[src/rtl/switches_mgmt.sv]
// Purpose: bus-mapped input block that synchronises and debounces 10 slide switches and 4 active-low keys.
// Latency: reads return 1 cycle after rd_en&select; writes act on the sampling edge; inputs settle in 2+DEBOUNCE_CYCLES cycles.
// Backpressure: none, the bus is always accepted; data_out holds its value between reads.
//
// Ports: clk/rst_n (async active-low); addr[4:2] selects SW/KEY/EDGE/MASK; wr_en, rd_en and select form the
// bus strobes; data_in/data_out carry bus data; sw_in/key_n_in are the raw pins; irq is a level interrupt.
// Optional feature macro: SWITCHES_IRQ_EN implements the MASK register and drives irq from masked key edges.
module switches_mgmt #(
    parameter int DEBOUNCE_CYCLES = 50000,
    parameter int CNT_W           = $clog2(DEBOUNCE_CYCLES)
) (
    input  logic        clk,
    input  logic        rst_n,
    input  logic [31:0] addr,
    input  logic        wr_en,
    input  logic        rd_en,
    input  logic        select,
    input  logic [31:0] data_in,
    output logic [31:0] data_out,
    input  logic [9:0]  sw_in,
    input  logic [3:0]  key_n_in,
    output logic        irq
);

    localparam int N_IN = 14;
    localparam logic [CNT_W-1:0] CNT_MAX = CNT_W'(DEBOUNCE_CYCLES - 1);
    // Sync flops hold raw pin polarity, so released keys reset to 1.
    localparam logic [N_IN-1:0] SYNC_RST = {4'hF, 10'h000};

    localparam logic [2:0] OFF_SW   = 3'b000;
    localparam logic [2:0] OFF_KEY  = 3'b001;
    localparam logic [2:0] OFF_EDGE = 3'b010;
    localparam logic [2:0] OFF_MASK = 3'b011;

    logic [N_IN-1:0]  sync1;
    logic [N_IN-1:0]  sync2;
    logic [N_IN-1:0]  sync_bit;
    logic [N_IN-1:0]  db;
    logic [N_IN-1:0]  db_next;
    logic [CNT_W-1:0] cnt      [N_IN];
    logic [CNT_W-1:0] cnt_next [N_IN];

    logic [9:0]  sw_db;
    logic [3:0]  key_db;
    logic [3:0]  key_rise;
    logic [3:0]  edge_cap;
    logic [3:0]  edge_clr;
    logic [3:0]  irq_mask;
    logic        bus_wr;
    logic        bus_rd;
    logic [2:0]  offset;
    logic [31:0] rd_dat;

    // Bus bits that no register decodes.
    logic unused_bits;
    assign unused_bits = ^{addr[31:5], addr[1:0], data_in[31:4]};

    assign offset = addr[4:2];
    assign bus_wr = wr_en & select;
    assign bus_rd = rd_en & select;

    // Two-flop synchroniser on the raw pins.
    always_ff @(posedge clk or negedge rst_n) begin
        if (!rst_n) begin
            sync1 <= SYNC_RST;
            sync2 <= SYNC_RST;
        end else begin
            sync1 <= {key_n_in, sw_in};
            sync2 <= sync1;
        end
    end

    // Keys flip to 1 = pressed only after synchronisation.
    assign sync_bit = {~sync2[13:10], sync2[9:0]};

    // Per-input debounce: the counter tracks how long the synchronised bit has disagreed
    // with the debounced bit; the bit flips on the DEBOUNCE_CYCLES-th disagreeing cycle.
    always_comb begin
        db_next = db;
        for (int i = 0; i < N_IN; i++) begin
            cnt_next[i] = cnt[i];
            if (sync_bit[i] == db[i]) begin
                cnt_next[i] = '0;
            end else if (cnt[i] == CNT_MAX) begin
                db_next[i]  = sync_bit[i];
                cnt_next[i] = '0;
            end else begin
                cnt_next[i] = cnt[i] + 1'b1;
            end
        end
    end

    always_ff @(posedge clk or negedge rst_n) begin
        if (!rst_n) begin
            db <= '0;
            for (int i = 0; i < N_IN; i++) begin
                cnt[i] <= '0;
            end
        end else begin
            db <= db_next;
            for (int i = 0; i < N_IN; i++) begin
                cnt[i] <= cnt_next[i];
            end
        end
    end

    assign sw_db  = db[9:0];
    assign key_db = db[13:10];

    // Rising edge taken from the next-state so capture lands on the same edge key_db rises.
    assign key_rise = db_next[13:10] & ~key_db;
    assign edge_clr = (bus_wr && offset == OFF_EDGE) ? data_in[3:0] : 4'b0000;

    // Set is OR-ed after the clear so a press in the clearing cycle survives.
    always_ff @(posedge clk or negedge rst_n) begin
        if (!rst_n) begin
            edge_cap <= 4'b0000;
        end else begin
            edge_cap <= (edge_cap & ~edge_clr) | key_rise;
        end
    end

`ifdef SWITCHES_IRQ_EN
    logic irq_q;

    always_ff @(posedge clk or negedge rst_n) begin
        if (!rst_n) begin
            irq_mask <= 4'b0000;
            irq_q    <= 1'b0;
        end else begin
            if (bus_wr && offset == OFF_MASK) begin
                irq_mask <= data_in[3:0];
            end
            irq_q <= |(edge_cap & irq_mask);
        end
    end

    assign irq = irq_q;
`else
    assign irq_mask = 4'b0000;
    assign irq      = 1'b0;
`endif

    // Read mux uses current register values, so a read racing a write-clear sees the pre-clear state.
    always_comb begin
        rd_dat = 32'h0;
        case (offset)
            OFF_SW:   rd_dat = {22'b0, sw_db};
            OFF_KEY:  rd_dat = {28'b0, key_db};
            OFF_EDGE: rd_dat = {28'b0, edge_cap};
            OFF_MASK: rd_dat = {28'b0, irq_mask};
            default:  rd_dat = 32'h0;
        endcase
    end

    always_ff @(posedge clk or negedge rst_n) begin
        if (!rst_n) begin
            data_out <= 32'h0;
        end else if (bus_rd) begin
            data_out <= rd_dat;
        end
    end

endmodule
[config.mk]
export PLATFORM = sky130hd
export DESIGN_NAME = switches_mgmt
export DESIGN_NICKNAME = d
export VERILOG_FILES = /design/src/rtl/switches_mgmt.sv
export SDC_FILE = /design/constraint.sdc
export NUM_CORES = 1
export LEC_CHECK = 0
export ABC_AREA = 0
export CORE_ASPECT_RATIO = 0.8
export CORE_MARGIN = 2
export CORE_UTILIZATION = 45
export CTS_CLUSTER_SIZE = 24
export DETAILED_ROUTE_END_ITERATION = 10
export PLACE_DENSITY = 0.71
export SLEW_MARGIN = 20
export SYNTH_ARGS = -nofsm -noshare
export SYNTH_HDL_FRONTEND = slang
export SYNTH_SLANG_ARGS = --single-unit
[constraint.sdc]
create_clock -name clk -period 3.5 [get_ports clk]
set_clock_uncertainty 0.05 [all_clocks]
set_input_delay 1.05 -clock clk [delete_from_list [all_inputs] [get_ports clk]]
set_output_delay 1.05 -clock clk [all_outputs]
set_load 0.05 [all_outputs]
; ---- Word-level counts from Yosys, hierarchy flattened
; Cells that the tools add are included.
[op_classes]
addsub = 14
eq_ne = 30
mux = 38
bitwise_logic = 18
n_reduce_logical = 12
[op_table]
columns = op, n
row1 = $mux 16, 28
row2 = $add 16x1->16 const B, 14
row3 = $eq 16x16->1 const B, 14
row4 = $pmux 10 s3, 1
row5 = $reduce_and 2->1, 10
row6 = $eq 1x1->1, 14
row7 = $not 4->4, 3
row8 = $not 1->1, 10
row9 = $and 4x4->4, 2
row10 = $mux 1, 8
row11 = $mux 4, 1
row12 = $or 4x4->4, 1
row13 = $eq 3x1->1 const B, 1
row14 = $eq 3x2->1 const B, 1
row15 = $logic_not 3->1, 1
row16 = $and 1x1->1, 2
row17 = $logic_and 1x1->1, 1
[word_totals]
ff_bits = 302
out_inout_bits = 33
elab_cells = 141

; ---- Logic depth before layout (Yosys ltp)
; Gate-level depths: netlist (run 1).
[logic_depth]
depth_word = 6
depth_mapped = 6
mapped_depth_nobuf = 5

; ---- Least setup slack after synthesis (run 1)
; Ideal clock, no wire load.
[synth_timing]
path_type = input -> register
from = input addr[2]
to = register data_out[4]
setup_time_ns = 0.069
arrival_time_ns = 2.046
slack_ns = 1.335
stages = 3
n_path_buf = 1
path_cell_list = clkbuf_1 nor4_1 a22o_1
[synth_between]
elab_chain_len = 2
[synth_rtl]
columns = element, line_no
row1 = from (decl), 14  ; input logic [31:0] addr,
row2 = "$eq 3x2->1, or another cell as far along", 147  ; case (offset)
row3 = $pmux 10 s3 (*), 147
row4 = to (signal assigned), 160  ; data_out <= rd_dat;
row5 = to (decl), 19  ; output logic [31:0] data_out,
; Mark *: on every way between the ends. The rest lies on a longest branch, timed or not.
; A chain may end at the register's enable or synchronous reset.

; ---- Final worst setup path (run 1)
[layout_timing]
from = register data_out[2]
to = output data_out[2]
; No word-level cell between the ends.

==> results of run 1 <==
[flip-flops by register name (all words and copies together) (netlist names)]
name / count
cnt: 224
data_out: 10
db: 14
edge_cap: 4
sync1: 14
sync2: 14
[power by group through the flow]
stage	Clock (uW)	Sequential [uW]	Combinational [uW]
6_report	3220	3350	296
4_1_cts	3320	3350	305
5_1_grt	3460	3360	337
3_3_place_gp	0	3400	297
3_5_place_dp	0	3410	303
2_1_floorplan	0	3390	196
[kinds of logic (layout without fill, tap and decap cells)]
group,Yosys count,in the layout,share of synthesized area (%)
AO/OA/AOI/OAI,36,36,3.505
multiplexers,17,17,1.415
flip-flops,280,280,53.26
other,1,23,0.02847
buffers and inverters,90,146,3.562
AND/OR/NAND/NOR,632,632,23.20
XOR/XNOR,206,206,13.70
adder cells (fa/ha/maj),14,14,1.330
[layout make-up]
| class | instances | area share (%) |
|---|---|---|
| flip-flops and latches | 280 | 47.05 |
| clock inverters | 17 | 1.494 |
| repair buffers | 43 | 3.037 |
| well taps | 370 | 3.105 |
| inverters | 51 | 1.284 |
| clock buffers | 35 | 5.286 |
| multi-input cells | 928 | 38.74 |
[routing by layer]
metal	part of all wire [%]	wire, um
met4	2.3	559
met5	0	0
met1	51	12240
met2	44	10590
met3	2.6	618
[final timing paths]
| check | cells past startpoint | from | slack, ns | end |
|---|---|---|---|---|
| min in group asynchronous | 1 | rst_n | 0.44 | cnt[162] |
| max reg2reg | 4 | cnt[0] | 1.35 | cnt[2] |
| min | 0 | sync1[5] | 0.30 | sync2[5] |
| min reg2reg | 0 | sync1[5] | 0.30 | sync2[5] |
| max in group asynchronous | 2 | rst_n | 2.20 | cnt[121] |
| max | 1 | data_out[2] | 0.61 | data_out[2] |
[stage by stage]
| step | std cells | utilization, % | setup WS (ns) | area (um^2) | power, uW |
|---|---|---|---|---|---|
| 5_1_grt | 1724 | 52.21 | 0.5752 | 14910 | 7157 |
| 3_5_place_dp | 1672 | 48.67 | 0.6908 | 13900 | 3709 |
| 2_1_floorplan | 1298 | - | 1.335 | 13260 | 3590 |
| 6_report | 1724 | 52.21 | 0.6138 | 14910 | 6866 |
| 3_3_place_gp | 1672 | 48.67 | 0.7396 | 13900 | 3702 |
| 4_1_cts | 1724 | 52.21 | 0.5833 | 14910 | 6979 |
[cell usage in the layout (no fill, tap or decap), types with 6 or more instances in the layout]
master | synthesis | layout
dfrtp_1 | 272 | 272
nor2_1 | 266 | 266
xnor2_1 | 166 | 166
nand3_1 | 78 | 78
nor4_1 | 72 | 71
nand2_1 | 67 | 67
nand4_1 | 53 | 53
inv_1 | 51 | 51
nor3_1 | 47 | 47
xor2_1 | 40 | 40
clkdlybuf4s50_1 | 0 | 34
clkbuf_16 | 0 | 29
conb_1 | 1 | 23
ha_1 | 14 | 14
a22o_1 | 13 | 13
o41ai_4 | 10 | 10
and3_1 | 9 | 9
mux2_2 | 9 | 9
clkinv_2 | 0 | 8
dfstp_2 | 8 | 8
nor4bb_1 | 7 | 7
mux2i_1 | 7 | 7
nor4b_1 | 6 | 6
nand3b_1 | 6 | 6
o21ai_0 | 6 | 6
==> results.json, run 1 <==
{
  "critPathKind": "reg2out",
  "ys_seq_area_share_pct": 53.26,
  "post_cts_buffers": 0,
  "syn_to_final_growth_pct": 13.19,
  "chipWidth_um": 195.3,
  "synth_common_cells": "272 x dfrtp_1, 266 x nor2_1, 166 x xnor2_1, 78 x nand3_1, 72 x nor4_1",
  "synth-seq-cells": 280,
  "diodes": 0,
  "drt_iter0_drc": 549,
  "grt_pass1_wl_um": 41950,
  "antenna_found_initial": 0,
  "endpoint_kind": "output port",
  "fmax_mhz": 346.5,
  "maxCapViolCount": 0,
  "io_buffers": 35,
  "run_status": "completed",
  "clock_latency_ns": 0.55,
  "start_kind": "flip-flop",
  "first_pass_iters": 6,
  "die_area_mm2": 0.03067,
  "synthArstFlopShare_pct": 100.0,
  "slew_headroom_pct": 39.16,
  "postCtsHoldBufs": 0,
  "p_leak_uw": 0.006050,
  "grt_pass1_vias": 8691,
  "drive_gt1_share_pct": 6.942,
  "arrival_ns": 1.79,
  "worst_pin_slew_ns": 0.9094,
  "setup_viol": 0,
  "fp-row-count": 55,
  "yosysUniqueCellTypes": 44,
  "cpLargestDelayFamily": "buffers and inverters",
  "antenna_left": 0,
  "crit_buf_inv": 1,
  "synth_edf_count": 0,
  "drv_slew": 0,
  "grt.busiest_layer": "met2",
  "seqPwrFrac_pct": 48.8,
  "clkPwrFrac_pct": 46.9,
  "cts_tree": "yes",
  "p_int_uw": 5353,
  "p_per_area_mw_per_mm2": 460.4,
  "die_h_um": 157.0,
  "dp_hpwl_um": 16330,
  "setup_tns_ns": 0,
  "clockBufferDepth": 3,
  "switchingPower_uw": 1513,
  "vdd_drop_max_mv": 0.3041,
  "use_met3_pct": 2.293,
  "cpMaxStageDelayCell": "clkdlybuf4s50_1",
  "cts_buffers": 29,
  "required_ns": 2.40,
  "final.min_clock_period_ns": 2.886,
  "synth.most_common_cell": "dfrtp_1",
  "core_mm2": 0.02856,
  "htreeDepth": 1,
  "avgViaCountPerCell": 5.164,
  "switching_share_pct": 22.04,
  "synth_warnings": 0,
  "grtUsageMet1_pct": 23.98,
  "place_congestion": 0.8338,
  "grtUsageTotal_pct": 16.18,
  "drt-total-wl_um": 24010,
  "yosysTopAreaCell": "dfrtp_1",
  "cp_max_fo": 2,
  "hold_viol": 0,
  "rsz0062_at_grt": "false",
  "synth_flop_cell": "dfrtp_1",
  "cts_root_buf": "clkbuf_16",
  "io_pins": 116,
  "post_cts_resized": 0,
  "hold_path.class": "reg2reg",
  "synth_top_area_share_pct": 51.67,
  "synth_area_leaders": "dfrtp_1 52%, xnor2_1 11%, nor2_1 7.6%, nor4_1 3.4%, nand3_1 3.0%",
  "cts.sinks": 280,
  "grt_use_met2_pct": 24.90,
  "vias": 8902,
  "grt_max_degree": 76,
  "syn_inst": 1276,
  "holdWs_ns": 0.2957,
  "syn-cell-area_mm2": 0.01317,
  "clkTransAtPathRegs_ns": 0.06,
  "wire_per_inst_um": 13.93,
  "fillers": 2437,
  "regArea_mm2": 0.007017,
  "start_util_pct": 46.13,
  "power_frac_comb_pct": 4.3,
  "multiInputGateArea_mm2": 0.005777,
  "drc": 0,
  "final_nets": 1430,
  "critPathMaxStageDelay_ns": 0.84,
  "cp_cell_sequence": "clkdlybuf4s50_1",
  "period_share_pct": 82.46,
  "avgSynthCellArea_um2": 10.32,
  "overflow": 0
}
Note: power is estimated with default switching activity, not from simulation.
==> run 2: changes to the inputs <==
Settings changed: PLACE_DENSITY 0.71 to 0.73.
Clock period 3.5 ns to 2.5 ns, I/O delays scaled along.
==> run 2 against run 1 <==
Final cell count increased by 0.99%. Non-clock buffer count up 19. Critical endpoint is now data_out[0]. Count of clock-buffer cells in the layout fell by 1. Wire length increased by 2.8%. Highest routed layer unchanged. Via count rose by 1.2%. Hold slack worse by 0.22 ns. Core utilization is 0.32 points higher. Final area increased by 0.60%. Die area stayed put. Total power up 38%.
==> results.json, run 2 (same netlist as run 1, synthesis figures left out) <==
{
  "mostFrequentLayoutCells": "272 x dfrtp_1, 266 x nor2_1, 166 x xnor2_1",
  "post_cts_resized": 10,
  "place_congestion": 0.8193,
  "postCtsHoldBufs": 0,
  "cts_root_buf": "clkbuf_16",
  "chipWidth_um": 195.3,
  "p_per_area_mw_per_mm2": 631.7,
  "dp_hpwl_um": 16980,
  "holdWs_ns": 0.07335,
  "r2r-start": "cnt[188]",
  "crit_buf_inv": 1,
  "critPathMaxStageDelay_ns": 0.56,
  "p_leak_uw": 0.006159,
  "core_mm2": 0.02856,
  "total_power_uw": 9476,
  "run_status": "completed",
  "grt_pass1_vias": 8863,
  "hold_path.class": "in2async",
  "p_int_uw": 7344,
  "syn_to_final_growth_pct": 13.88,
  "hold_viol": 0,
  "drt_iter0_drc": 479,
  "fp-row-count": 55,
  "final_area_mm2": 0.01500,
  "post_cts_buffers": 0,
  "clockBufferDepth": 3,
  "cpLargestDelayFamily": "buffers and inverters",
  "regMostFlops": "cnt",
  "io_pins": 116,
  "r2r_slack_ns": 0.50,
  "required_ns": 1.70,
  "endpoint_kind": "output port",
  "htreeDepth": 1,
  "drt-total-wl_um": 24690,
  "power_frac_comb_pct": 4.6,
  "period_share_pct": 92.09,
  "switchingPower_uw": 2132,
  "cp_max_fo": 2,
  "final.min_clock_period_ns": 2.302,
  "grtUsageMet1_pct": 25.09,
  "io_buffers": 35,
  "overflow": 0,
  "postPlaceCellArea_mm2": 0.01406,
  "antenna_left": 0,
  "grt_use_met2_pct": 26.33,
  "arrival_ns": 1.50,
  "final_nets": 1448,
  "wire_per_inst_um": 14.18,
  "clkPwrFrac_pct": 45.9,
  "largest_register_ffs": 224,
  "cts.sinks": 280,
  "drive_gt1_share_pct": 8.023,
  "setup_tns_ns": 0,
  "rsz0062_at_grt": "false",
  "r2r-end": "cnt[189]",
  "critPathKind": "reg2out",
  "slew_headroom_pct": 63.59,
  "vias": 9009,
  "start_kind": "flip-flop",
  "drv_slew": 0,
  "die_area_mm2": 0.03067,
  "setup_viol": 0,
  "grt_pass1_wl_um": 43700,
  "cp_cell_sequence": "dlygate4sd2_1",
  "clkTransAtPathRegs_ns": 0.06,
  "fmax_mhz": 434.4,
  "seqPwrFrac_pct": 49.5,
  "cpMaxStageDelayCell": "dlygate4sd2_1",
  "cts_buffers": 28,
  "clock_latency_ns": 0.55,
  "antenna_found_initial": 0,
  "vdd_drop_max_mv": 0.4329,
  "use_met3_pct": 2.871,
  "grtUsageTotal_pct": 16.96,
  "switching_share_pct": 22.50,
  "grt.busiest_layer": "met2",
  "start_util_pct": 46.13,
  "r2r_cells": 5,
  "diodes": 0,
  "avgViaCountPerCell": 5.175,
  "die_h_um": 157.0,
  "grt_max_degree": 59,
  "first_pass_iters": 5,
  "cts_tree": "yes",
  "mostFrequentLayoutCell": "dfrtp_1",
  "worst_pin_slew_ns": 0.5448,
  "maxCapViolCount": 0,
  "drc": 0
}
-- run 2: changes by cell type in the layout (fill, tap and decap cells not counted), moves of 2 or more --
cell	before	now
buf_4	5	23
clkdlybuf4s50_1	34	24
dlygate4sd2_1	0	10
clkbuf_8	4	2
clkinvlp_4	2	4
-- run 2: per-stage QoR --
| step | setup WS, ns | cells | util [%] |
|---|---|---|---|
| floorplan | 0.6352 | 1298 | - |
| finish | 0.1978 | 1741 | 52.53 |
| global placement | 0.1086 | 1691 | 49.22 |
| detailed placement | 0.1021 | 1691 | 49.22 |
| CTS | 0.1704 | 1741 | 52.53 |
| global route | 0.1402 | 1741 | 52.53 |
-- run 2: power groups by stage --
stage / clock network (uW) / logic, uW / registers, uW
global placement: 0 / 440 / 4770
detailed placement: 0 / 449 / 4770
global route: 4660 / 496 / 4700
finish: 4350 / 440 / 4690
floorplan: 0 / 274 / 4750
CTS: 4470 / 451 / 4690
-- run 2: worst max path at each step --
| stage | startpoint | end | cells after the start |
|---|---|---|---|
| after floorplan | addr[2] | data_out[4] | 3 |
| after global placement | addr[3] | edge_cap[3] | 6 |
| after detailed placement | addr[3] | edge_cap[2] | 6 |
| after CTS | data_out[7] | data_out[7] | 1 |
| after global routing | data_out[9] | data_out[9] | 1 |
| final | data_out[0] | data_out[0] | 1 |
-- run 2: area by class of cell --
type / count / area (um^2)
fill: 2477 / 13560
timing repair buffer: 62 / 595.6
multi-input combinational: 928 / 5777
clock inverter: 16 / 193.9
tap: 370 / 462.9
sequential: 280 / 7017
clock buffer: 34 / 764.5
inverter: 51 / 191.4
-- run 2: per-layer routing --
metal | part of all wire (%) | up-vias
met3 | 3.5 | 35
met5 | 0 | -
li1 | - | 4463
met4 | 1.6 | 0
met2 | 44 | 133
met1 | 51 | 4378
==> run 3: changes to the inputs <==
Settings changed: CAP_MARGIN set to 20.
==> results of run 3 <==
No change in the layout: final DEF, timing and power equal those of run 2.
